==> config.mk <==
export PLATFORM = sky130hd
export DESIGN_NAME = rcas_seq_ctrl
export DESIGN_NICKNAME = d
export VERILOG_FILES = /design/src/rtl/rcas_seq_ctrl_pkg.sv /design/src/rtl/rcas_4bit.sv /design/src/rtl/rcas_seq_ctrl.sv
export SDC_FILE = /design/constraint.sdc
export NUM_CORES = 1
export LEC_CHECK = 0
export ABC_AREA = 1
export CAP_MARGIN = 20
export CELL_PAD_IN_SITES_DETAIL_PLACEMENT = 0
export CELL_PAD_IN_SITES_GLOBAL_PLACEMENT = 1
export CORE_MARGIN = 1
export CORE_UTILIZATION = 40
export DETAILED_ROUTE_END_ITERATION = 10
export HOLD_SLACK_MARGIN = 0.03
export PLACE_DENSITY = 0.89
export SYNTH_ARGS = -nofsm -noshare
export SYNTH_HDL_FRONTEND = slang
export SYNTH_SLANG_ARGS = --single-unit
==> constraint.sdc <==
create_clock -name clk -period 7.2 [get_ports clk]
set_clock_uncertainty 0.05 [all_clocks]
set_input_delay 1.44 -clock clk [delete_from_list [all_inputs] [get_ports clk]]
set_output_delay 1.44 -clock clk [all_outputs]
set_load 0.02 [all_outputs]
==> src/rtl/rcas_seq_ctrl_pkg.sv <==
// Shared constants and encodings for the nibble-serial add/subtract sequencer.
package rcas_seq_ctrl_pkg;

    localparam int unsigned SLICE_W = 4;

    typedef enum logic [1:0] {
        StIdle = 2'b00,
        StRun  = 2'b01,
        StDone = 2'b10
    } state_e;

    localparam logic OP_ADD = 1'b0;
    localparam logic OP_SUB = 1'b1;

endpackage

==> src/rtl/rcas_4bit.sv <==
// 4-bit ripple-carry add/subtract slice; sel=1 inverts b so c_in=1 completes a - b.
module rcas_4bit
    import rcas_seq_ctrl_pkg::*;
(
    input  logic [SLICE_W-1:0] a,
    input  logic [SLICE_W-1:0] b,
    input  logic               sel,
    input  logic               c_in,
    output logic [SLICE_W-1:0] result,
    output logic               c_out
);

    logic w_c;
    logic w_bx;

    always_comb begin
        w_c    = c_in;
        w_bx   = 1'b0;
        result = '0;
        for (int i = 0; i < int'(SLICE_W); i++) begin
            w_bx      = b[i] ^ sel;
            result[i] = a[i] ^ w_bx ^ w_c;
            w_c       = (a[i] & w_bx) | (w_c & (a[i] ^ w_bx));
        end
        c_out = w_c;
    end

endmodule

==> src/rtl/rcas_seq_ctrl.sv <==
// Runs a WIDTH-bit add/subtract through one 4-bit slice, one nibble per clock, LSB first.
module rcas_seq_ctrl
    import rcas_seq_ctrl_pkg::*;
#(
    parameter int unsigned WIDTH = 32
) (
    input  logic             clk,
    input  logic             rst_n,
    input  logic             start,
    input  logic             sel,
    input  logic [WIDTH-1:0] a,
    input  logic [WIDTH-1:0] b,
    output logic             ready,
    output logic             busy,
    output logic             done,
    output logic [WIDTH-1:0] result,
    output logic             c_out,
    output logic             ovf,
    output logic             zero
);

    localparam int unsigned NIBBLES = WIDTH / SLICE_W;
    localparam int unsigned CNT_W   = (NIBBLES > 1) ? $clog2(NIBBLES) : 1;
    localparam logic [CNT_W-1:0] CNT_LAST = CNT_W'(NIBBLES - 1);

    state_e r_state;
    state_e w_state_d;

    logic [WIDTH-1:0]   r_a;
    logic [WIDTH-1:0]   r_b;
    logic [WIDTH-1:0]   r_acc;
    logic [WIDTH-1:0]   r_result;
    logic [CNT_W-1:0]   r_cnt;
    logic               r_sel;
    logic               r_carry;
    logic               r_a_msb;
    logic               r_b_msb;
    logic               r_c_out;
    logic               r_ovf;
    logic               r_done;

    logic [SLICE_W-1:0] w_slice_sum;
    logic               w_slice_c;
    logic [WIDTH-1:0]   w_acc_next;
    logic               w_last;

    rcas_4bit u_slice (
        .a      (r_a[SLICE_W-1:0]),
        .b      (r_b[SLICE_W-1:0]),
        .sel    (r_sel),
        .c_in   (r_carry),
        .result (w_slice_sum),
        .c_out  (w_slice_c)
    );

    // Right-shift fill: after NIBBLES shifts the first nibble lands at bit 0.
    assign w_acc_next = {w_slice_sum, r_acc[WIDTH-1:SLICE_W]};
    assign w_last     = (r_cnt == CNT_LAST);

    always_comb begin
        w_state_d = r_state;
        case (r_state)
            StIdle:  if (start) w_state_d = StRun;
            StRun:   if (w_last) w_state_d = StDone;
            StDone:  w_state_d = StIdle;
            default: w_state_d = StIdle;
        endcase
    end

    always_ff @(posedge clk) begin
        if (!rst_n) begin
            r_state  <= StIdle;
            r_a      <= '0;
            r_b      <= '0;
            r_acc    <= '0;
            r_result <= '0;
            r_cnt    <= '0;
            r_sel    <= 1'b0;
            r_carry  <= 1'b0;
            r_a_msb  <= 1'b0;
            r_b_msb  <= 1'b0;
            r_c_out  <= 1'b0;
            r_ovf    <= 1'b0;
            r_done   <= 1'b0;
        end else begin
            r_state <= w_state_d;
            r_done  <= 1'b0;
            case (r_state)
                StIdle: begin
                    if (start) begin
                        r_a     <= a;
                        r_b     <= b;
                        r_sel   <= sel;
                        r_carry <= (sel == OP_SUB);
                        r_a_msb <= a[WIDTH-1];
                        r_b_msb <= b[WIDTH-1];
                        r_cnt   <= '0;
                        r_acc   <= '0;
                    end
                end
                StRun: begin
                    r_a     <= r_a >> SLICE_W;
                    r_b     <= r_b >> SLICE_W;
                    r_carry <= w_slice_c;
                    r_acc   <= w_acc_next;
                    r_cnt   <= r_cnt + 1'b1;
                    if (w_last) begin
                        r_result <= w_acc_next;
                        r_c_out  <= w_slice_c;
                        r_ovf    <= (r_a_msb == (r_b_msb ^ r_sel)) &&
                                    (w_slice_sum[SLICE_W-1] != r_a_msb);
                        r_done   <= 1'b1;
                    end
                end
                default: ;
            endcase
        end
    end

    assign ready  = (r_state == StIdle);
    assign busy   = (r_state == StRun);
    assign done   = r_done;
    assign result = r_result;
    assign c_out  = r_c_out;
    assign ovf    = r_ovf;
    assign zero   = ~|r_result;

endmodule

[Yosys cells after proc, flatten, opt, wreduce, memory -nomap -nowiden]
Cells that the tools add are included.
Operators by class
  add/sub/neg operators: 1
  bitwise logic cells: 25
  muxes and demuxes: 14
  reductions and logical operators: 10
  eq/ne operators: 6
Operator list (count)
  32-bit one-hot mux with 2 select lines: 3
  32-bit 2-to-1 mux: 3
  32-bit OR reduction: 1
  1-bit XOR: 13
  2-bit AND reduction: 5
  1-bit bitwise AND: 8
  3-bit one-hot mux with 2 select lines: 1
  2-bit 2-to-1 mux: 2
  1-bit OR: 4
  2-bit one-hot mux with 2 select lines: 1
  3-bit by 1-bit adder with 3-bit output (second input constant): 1
  3-bit equality test (second input constant): 1
  3-bit 2-to-1 mux: 1
  2-bit by 1-bit equality test with 1-bit output (second input constant): 1
  2-bit logical NOT: 1
  1-bit 2-to-1 mux: 2
  2-bit by 1-bit inequality test with 1-bit output (second input constant): 1
  2-bit inequality test (second input constant): 1
  1-bit one-hot mux with 2 select lines: 1
  2-bit nonzero test: 1
  1-bit equality test: 1
  1-bit logical AND: 1
  1-bit logical NOT: 1
  1-bit inequality test: 1
Word-level totals
  output and inout port bits: 38
  flip-flop bits (word level): 140
  logic and storage cells: 69
  input port bits: 68

[Longest topological paths before layout]
Gate-level depths: netlist of the first run.
  word-level depth: 11
  depth in mapped cells: 12
  mapped depth without buffers: 11

[Modules after synthesis]
From an unflattened synthesis of the first run, not the netlist that was laid out.
Second synthesis, totals
  cells, all modules: 831
  area total of the unflattened synthesis: 5679.2 um2
By module, submodules not included
  rcas_seq_ctrl: cells each 804, instances 1, area each 5512.8 um2, sequential area each 2722.6 um2
  rcas_4bit: cells each 27, instances 1, area each 166.4 um2, sequential area each 0.0 um2

[Worst setup path after synthesis of the first run]
OpenSTA, ideal clock, no wires.
  path kind: register to register
  start: register r_sel
  end: register r_ovf, in the netlist ovf
  cell stages (with the launch flop): 13
  path buffers: 1
  period minus slack after synthesis: 2693 ps
  arrival: 2510 ps
  data required time: 7018 ps
  library setup time: 132 ps
  setup slack: 4507 ps
  path through: dfxtp_1 clkbuf_1 xor2_1 fa_1 inv_1 fa_1 fa_1 fa_1 inv_1 nand2_1 nand3_1 nand3_1 a21oi_1
Between the ends
  word-level cells in the longest chain between the ends: 11
  elaborated cells between the ends (all ways): 22
  classes of those cells: eq/ne (2); bitwise (19); reduce/logical (1)
RTL lines
  start, declared: line rcas_seq_ctrl.sv:34  | logic r_sel;
  start signal, assigned: line rcas_seq_ctrl.sv:93  | r_sel <= sel;
  1-bit XOR: line rcas_4bit.sv:21  | w_bx = b[i] ^ sel;
  1-bit XOR: line rcas_4bit.sv:23  | w_c = (a[i] & w_bx) | (w_c & (a[i] ^ w_bx));
  1-bit bitwise AND: line rcas_4bit.sv:23
  1-bit OR: line rcas_4bit.sv:23
  1-bit bitwise AND: line rcas_4bit.sv:23
  1-bit OR: line rcas_4bit.sv:23
  1-bit bitwise AND: line rcas_4bit.sv:23
  1-bit OR: line rcas_4bit.sv:23
  1-bit XOR: line rcas_4bit.sv:22  | result[i] = a[i] ^ w_bx ^ w_c;
  1-bit inequality test: line rcas_seq_ctrl.sv:111  | (w_slice_sum[SLICE_W-1] != r_a_msb);
  1-bit logical AND *: line rcas_seq_ctrl.sv:110  | r_ovf <= (r_a_msb == (r_b_msb ^ r_sel)) &&
  end signal, assigned: line rcas_seq_ctrl.sv:110
  end, declared: line rcas_seq_ctrl.sv:39  | logic r_ovf;
Mark *: on every way between the ends. The rest lies on a longest branch, timed or not.
A chain may end at the register's enable or synchronous reset.

[Final worst setup path of the first run]
  start: input port start
  end: register r_b[9]
Between the ends
  word-level cells in the longest chain between the ends: 2
RTL lines
  start, declared: line rcas_seq_ctrl.sv:9  | input logic start,
  2-bit inequality test (no line)
  2-bit AND reduction (no line)
  end signal, assigned: line rcas_seq_ctrl.sv:103  | r_b <= r_b >> SLICE_W;
  end, declared: line rcas_seq_ctrl.sv:30  | logic [WIDTH-1:0] r_b;
Every way passes these cells.

==> flow_summary.toml, run 1 <==
[status]
status = "finished, final reports clean"

[timing]
fmax_ghz = 0.269
rsz0062_at_grt = "no"
period_share_pct = 51.6
fin_ws_ps = 3480
timing.hold.ws_ps = 415
fin_tns_setup_ps = 0
period_needed_ps = 3720
setup_viol = 0
tightest_slew_ps = 994
hold_viol_final = 0
drv_slew = 0
slew_headroom_pct = 33.7

[floorplan]
ios = 106
fp.dieW_um = 121
rows = 43
start_util_pct = 40.9
fp.coreArea_um2 = 13800
die-area_um2 = 14600
die_h_um = 121

[setup_path]
cp-end-kind = "flop"
path_cells = "clkdlybuf4s50_1, o21ai_4, buf_4, inv_2, o21ai_0, nor2_1"
critPathKind = "in2reg"
critPathTopFamily = "buffers and inverters"
crit_arrival_ps = 3970
crit_path_max_incr_delay_ps = 770
cp_num_buf_inv = 3
cp.required_ps = 7450
cp_max_fo = 96
cp-start-kind = "input port"
worstSetupPathDepth = 6
slowest_stage = "buf_4"
r2r_cells = 7

[yosys]
yosys_warnings = 0
synth_mux_area_share_pct = 0
syn_avg_cell_area_um2 = 6.89
syn_nets = 895
synth-compound-area-share_pct = 10.2
synth_top_family_by_area = "simple AND/OR/NAND/NOR gates"
yosys.area_share.simple_pct = 33.6
synth-xor-area-share_pct = 0.619
synthCells = 821
netlist-cell-type-count = 22
yosysSeqAreaShare_pct = 48.1
synth-adder-area-share_pct = 1.86
ys_ff_latch = 136
netlist_area_um2 = 5660

[clock_network]
cts_made_buffers = 17
cts_hold_buffers = 0
htreeDepth = 4
cts-root-buf = "clkbuf_16"
clk_transition_reported_paths_ps = 60
cts_tree = "yes"
cts_setup_buffers = 0
clock-sinks = 136
cts.path.max_buffers = 2
ctsResizeCount = 0
worstSkewPairLatency_ps = 420

[final_layout]
syn2layout_area_growth_pct = 29.5
regArea_um2 = 2720
fin_nets = 972
drive_above_1_share_pct = 4.84
fillers = 1364
final_util_pct = 53.0
num_antenna_cells = 0
multiInputGateArea_um2 = 2630

[detailed_routing]
wl_per_cell_um = 12.5
detail_route.first_pass.iterations = 4
drc_errors = 0
routed_wl_mm = 13.7
drt_iter0_drc = 441
avgViaCountPerCell = 4.80
num_vias = 5227
final_antenna_net_count = 0

[power]
leakage_nw = 3.16
ir_drop_mv = 0.128
power_mw = 1.90
power-per-cell-area_nw_per_um2 = 259

[grt]
grt_pass1_vias = 4808
grt_max_degree = 97
antenna_found_initial = 0
overflow = 0
grt_pass1_wl_mm = 23.2
gr-usage-all-layers_pct = 20.0

[placed_design]
io_buffer_count = 105
gp_congestion = 0.739
place_ws_ps = 3070
post-dp-hpwl_mm = 8.19

[worst_hold_path]
worstHoldPathType = "reg2reg"
hold_depth = 2

[flow_run]
drv_cap = 0
registers in the layout, indices dropped and copies added (netlist names):
name,cells
r_acc,28
r_state,2
ovf,1
r_a_msb,1
r_cnt,3
r_b_msb,1
c_out,1
r_b,32
result,32
r_carry,1
done,1
r_sel,1
r_a,32
routing by layer:
| metal | wire length (µm) | global-route usage [%] | vias up |
|---|---|---|---|
| met5 | 0 | 0 | - |
| met4 | 193 | 7.56 | 0 |
| met3 | 721 | 4.32 | 17 |
| met2 | 6020 | 29.9 | 137 |
| met1 | 6720 | 28.1 | 2348 |
| li1 | - | - | 2725 |
logic make-up after synthesis:
group | count (synthesis)
adders and majority gates | 6
AOI/OAI and AO/OA | 114
and+or+nand+nor | 491
buffers and inverters | 70
xor gates and xnor gates | 4
DFF | 136
worst min-delay path, delay by kind of cell (launching register included):
family | cells | cell delay (ps)
flops | 1 | 320
simple gates | 2 | 100
final timing paths:
kind | start | to | slack [ps]
worst max-delay path | start | r_b[9] | 3480
worst min-delay path | r_acc[26] | result[22] | 420
worst max register to register | r_state[0] | result[2] | 4250
worst min register to register | r_acc[26] | result[22] | 420
final cells by class:
type | instances | share of cell area [%]
sequential | 136 | 37.2
multi-input combinational | 615 | 35.9
timing repair buffer | 109 | 14.7
clock buffer | 20 | 6.23
tap | 180 | 3.07
clock inverter | 11 | 2.03
inverter | 19 | 0.973
cell usage in the layout, fill, tap and decap left out:
master,n
a21oi_1,47
a31oi_1,1
buf_2,1
buf_4,4
bufinv_16,3
clkbuf_1,1
clkbuf_16,17
clkbuf_8,2
clkdlybuf4s50_1,104
clkinv_2,2
clkinv_4,3
clkinvlp_4,3
dfxtp_1,136
fa_1,4
ha_1,2
inv_1,15
inv_2,4
nand2_1,315
nand2_2,3
nand3_1,33
nor2_1,137
nor2_4,1
o21ai_0,44
o21ai_1,21
o21ai_4,1
or2_1,2
xnor2_1,3
xor2_1,1
cell usage after synthesis (all sizes together):
cell type | number | area, µm²
a21oi | 47 | 235
a31oi | 1 | 6.26
buf | 34 | 183
clkbuf | 17 | 63.8
dfxtp | 136 | 2720
fa | 4 | 80.1
ha | 2 | 25.0
inv | 19 | 71.3
nand2 | 318 | 1200
nand3 | 33 | 165
nor2 | 138 | 526
o21ai | 66 | 334
or2 | 2 | 12.5
xnor2 | 3 | 26.3
xor2 | 1 | 8.76
power breakdown:
part | total [mW] | switching (mW) | internal [mW]
Combinational | 0.204 | 0.119 | 0.0850
Clock | 0.884 | 0.324 | 0.561
Sequential | 0.812 | 0.0213 | 0.790
per-stage QoR:
stage / instance area [µm²] / cells
after floorplan: 5660 / 821
after global placement: 6720 / 1059
after detailed placement: 6720 / 1059
after CTS: 7330 / 1090
after global routing: 7330 / 1090
final: 7330 / 1090
(Power assumes the default switching activity.)
==> run 2, diff against run 1 <==
Settings changed: CORE_UTILIZATION 40 to 33, PLACE_DENSITY 0.89 to 0.79.
Clock period 7.2 ns to 3.1 ns, I/O delays scaled along.
==> flow_summary.toml, run 2 (synthesis results as in run 1) <==
[status]
status = "finished, final reports clean"

[timing]
drv_slew = 0
fmax_ghz = 0.386
setup_viol = 0
hold_viol_final = 0
period_needed_ps = 2590
period_share_pct = 83.6
slew_headroom_pct = 43.7
fin_tns_setup_ps = 0
rsz0062_at_grt = "no"
tightest_slew_ps = 843

[final_layout]
num_antenna_cells = 0
drive_above_1_share_pct = 5.35
final_cells = 1136
syn2layout_area_growth_pct = 30.9
layout_common_cells = "315 x nand2_1, 137 x nor2_1, 136 x dfxtp_1"
fin_nets = 977
fillers = 1736
final_common_cell = "nand2_1"

[setup_path]
cp.required_ps = 2430
cp-startpoint = "result[31]"
critPathKind = "reg2out"
cp_max_fo = 3
path_cells = "nor2_1, nand3_1, nor2_1, nand2_1, nor2_1, clkdlybuf4s50_1"
slowest_stage = "clkdlybuf4s50_1"
worstReg2RegEnd = "ovf"
cp-start-kind = "flop"
cp-end-kind = "output pin"
worst_path_most_repeated_cell = "nor2_1"
r2r_slack_ps = 540
r2r_cells = 11
crit_arrival_ps = 1920
crit_path_max_incr_delay_ps = 600
endpoint = "zero"
r2r-start = "r_sel"

[clock_network]
clock-sinks = 136
cts-root-buf = "clkbuf_16"
cts_tree = "yes"
clk_transition_reported_paths_ps = 60
cts_hold_buffers = 0
cts_made_buffers = 17
cts_setup_buffers = 0
htreeDepth = 4
cts.path.max_buffers = 2
worstSkewPairLatency_ps = 420
ctsResizeCount = 0

[grt]
grt_pass1_wl_mm = 24.3
grt_max_degree = 60
grt_pass1_vias = 4996
antenna_found_initial = 0
overflow = 0
gr-usage-all-layers_pct = 17.2

[floorplan]
fp.dieW_um = 133
fp.coreArea_um2 = 16600
ios = 106
die-area_um2 = 17700
rows = 47
start_util_pct = 34.0
die_h_um = 133

[power]
leakage_nw = 3.18
power-per-cell-area_nw_per_um2 = 593
ir_drop_mv = 0.400

[placed_design]
io_buffer_count = 105
gp_congestion = 0.752
post-dp-hpwl_mm = 9.13
placed_cells = 1104

[flow_run]
drv_cap = 0

[detailed_routing]
avgViaCountPerCell = 4.54
num_vias = 5158
wl_per_cell_um = 12.6
routed_wl_mm = 14.3
final_antenna_net_count = 0
detail_route.first_pass.iterations = 4
drc_errors = 0
drt_iter0_drc = 345

[worst_hold_path]
worstHoldPathType = "reg2reg"
-- run 2: critical path: cells and delay by family, from the launching register on --
family                 cells  cell delay [ps]
buffers and inverters      1              600
DFF                        1              340
and+or+nand+nor            5              550
-- run 2: power by group --
group / total [mW] / internal [mW] / switching [mW]
registers: 1.88 / 1.84 / 0.0460
clock network: 2.04 / 1.27 / 0.762
logic: 0.478 / 0.201 / 0.277
-- run 2: area by class of cell --
class	instances	area (µm²)	share of cell area, %
Tap cell	220	275	3.71
Clock inverter	9	114	1.54
Sequential cell	136	2720	36.7
Multi-Input combinational cell	615	2630	35.4
Inverter	19	71.3	0.962
Clock buffer	23	488	6.58
Timing Repair Buffer	114	1110	15.0
-- run 2: metal layers --
layer	track usage, %	wire, µm	vias up
li1	-	-	2741
met3	4.79	569	11
met4	5.11	111	0
met1	22.4	7120	2307
met2	27.6	6550	99
met5	0	0	-
-- run 2: worst min-delay path by stage --
stage | start | end | cells past startpoint
6_report | r_acc[5] | r_acc[5] | 2
4_1_cts | r_acc[5] | r_acc[5] | 2
5_1_grt | r_b[29] | r_b[29] | 2
3_3_place_gp | r_cnt[0] | r_cnt[0] | 1
3_5_place_dp | r_cnt[0] | r_cnt[0] | 1
2_1_floorplan | r_cnt[0] | r_cnt[0] | 1
-- run 2: stage by stage --
| step | hold slack [ps] | area (µm²) | power (mW) | setup slack, ps | util (%) |
|---|---|---|---|---|---|
| 6_report | 411 | 7410 | 4.40 | 509 | 44.5 |
| 3_5_place_dp | 402 | 6810 | 2.40 | 531 | 40.9 |
| 2_1_floorplan | 379 | 5660 | 2.23 | 407 | - |
| 5_1_grt | 436 | 7410 | 4.60 | 374 | 44.5 |
| 3_3_place_gp | 399 | 6810 | 2.40 | 567 | 40.9 |
| 4_1_cts | 411 | 7410 | 4.44 | 459 | 44.5 |
==> run 3, diff against run 2 <==
Settings changed: CORE_UTILIZATION 33 to 37, PLACE_DENSITY 0.79 to 0.84.
Clock period 3.1 ns to 2.5 ns, I/O delays scaled along.
==> flow_summary.toml, run 3 (synthesis results as in run 1) <==
[detailed_routing]
num_vias = 5253
drt_iter0_drc = 415
routed_wl_mm = 14.3
drc_errors = 9
wl_per_cell_um = 13.0
detail_route.first_pass.iterations = 8
avgViaCountPerCell = 4.78
final_antenna_net_count = 0

[timing]
period_needed_ps = 2440
fmax_ghz = 0.410
slew_headroom_pct = 37.8
fin_ws_ps = 61.4
tightest_slew_ps = 932
period_share_pct = 97.5
drv_slew = 0
hold_viol_final = 0
rsz0062_at_grt = "yes"
setup_viol = 0

[grt]
grt_pass1_wl_mm = 24.3
gr-usage-all-layers_pct = 19.4
overflow = 0
antenna_found_initial = 0
grt_pass1_vias = 4891
grt_max_degree = 96

[clock_network]
cts.path.max_buffers = 2
cts-root-buf = "clkbuf_16"
cts_setup_buffers = 0
cts_tree = "yes"
worstSkewPairLatency_ps = 420
cts_made_buffers = 17
htreeDepth = 4
clock-sinks = 136
cts_hold_buffers = 0
clk_transition_reported_paths_ps = 60

[setup_path]
critPathKind = "reg2reg"
crit_arrival_ps = 2670
cp-end-kind = "flop"
path_cells = "xor2_2, fa_2, inv_1, fa_2, fa_2, fa_1, inv_2, nand2_1, nand3_1, nand3_1, a21oi_1"
cp-start-kind = "flop"
cp_max_fo = 3
crit_path_max_incr_delay_ps = 550
worst_path_most_repeated_cell = "fa_2"
slowest_stage = "fa_1"
cp.required_ps = 2740

[floorplan]
fp.coreArea_um2 = 14800
die_h_um = 126
die-area_um2 = 15800
ios = 106
start_util_pct = 38.4
rows = 44
fp.dieW_um = 126

[power]
power_mw = 5.64
ir_drop_mv = 0.426
power-per-cell-area_nw_per_um2 = 759
leakage_nw = 3.20

[placed_design]
place_ws_ps = -60.0
gp_congestion = 0.761
io_buffer_count = 105
post-dp-hpwl_mm = 8.77
placed_cells = 1067

[final_layout]
layout_common_cells = "315 x nand2_1, 137 x nor2_1, 134 x dfxtp_1"
syn2layout_area_growth_pct = 31.2
regArea_um2 = 2730
drive_above_1_share_pct = 6.13
fillers = 1521
multiInputGateArea_um2 = 2640
final_common_cell = "nand2_1"
num_antenna_cells = 0
final_cells = 1098
fin_nets = 976

[flow_run]
drv_cap = 0

[status]
status = "complete, but fails checks"
violations = "DRC"

[worst_hold_path]
worstHoldPathType = "in2reg"
-- run 3: cell count changes in the layout (fill, tap and decap cells not counted), moves of 2 or more --
cell	previous run	this run
fa_1	4	1
fa_2	0	3
buf_4	9	7
bufinv_16	2	4
clkbuf_1	2	0
clkinv_4	1	3
dfxtp_1	136	134
dfxtp_2	0	2
inv_6	2	0
-- run 3: power by group --
group | leakage [nW] | switching (mW) | internal [mW]
sequential | 1.11 | 0.0607 | 2.28
combinational | 1.78 | 0.347 | 0.256
clock | 0.308 | 0.954 | 1.74
-- run 3: cell type report --
cell class / instances / share of cell area, %
sequential: 136 / 36.7
timing repair buffer: 113 / 15.1
inverter: 19 / 0.960
tap: 184 / 3.10
clock buffer: 20 / 6.28
clock inverter: 11 / 2.31
multi-input combinational: 615 / 35.6
-- run 3: per-stage QoR --
stage | instance area [µm²] | hold slack, ps | utilization, % | setup TNS [ps]
2_1_floorplan | 5670 | 379 | - | -37.0
3_3_place_gp | 6770 | 398 | 45.9 | -12.6
3_5_place_dp | 6770 | 404 | 45.9 | -60.0
4_1_cts | 7410 | 336 | 50.2 | -11.2
5_1_grt | 7430 | 338 | 50.3 | -65.6
6_report | 7430 | 345 | 50.3 | 0
-- run 3: path summary, 6_finish.rpt --
path | cells after the start | end | from | slack [ps]
max | 11 | ovf | r_sel | 60
min | 3 | r_b[3] | rst_n | 350
max reg2reg | 11 | ovf | r_sel | 60
min reg2reg | 2 | result[21] | r_acc[25] | 410
-- run 3: timing repair --
item,in CTS,in global routing
gates resized for setup,2,6
pin swaps,0,0
setup endpoints to repair,1,3
-- run 3: routing by layer --
metal / track usage [%] / routed length (µm) / vias to the layer above
met2: 30.4 / 6520 / 111
met4: 7.46 / 206 / 0
met1: 25.8 / 6980 / 2390
met3: 4.59 / 600 / 17
li1: - / - / 2735
met5: 0 / 0 / -
-- run 3: worst max-delay path: cells and delay by family (launching register included) --
family / cells / cell delay (ps)
xor+xnor: 1 / 150
fa+ha+maj: 4 / 1430
flops: 1 / 350
buf+inv: 2 / 100
compound gates: 1 / 60
simple gates: 3 / 180
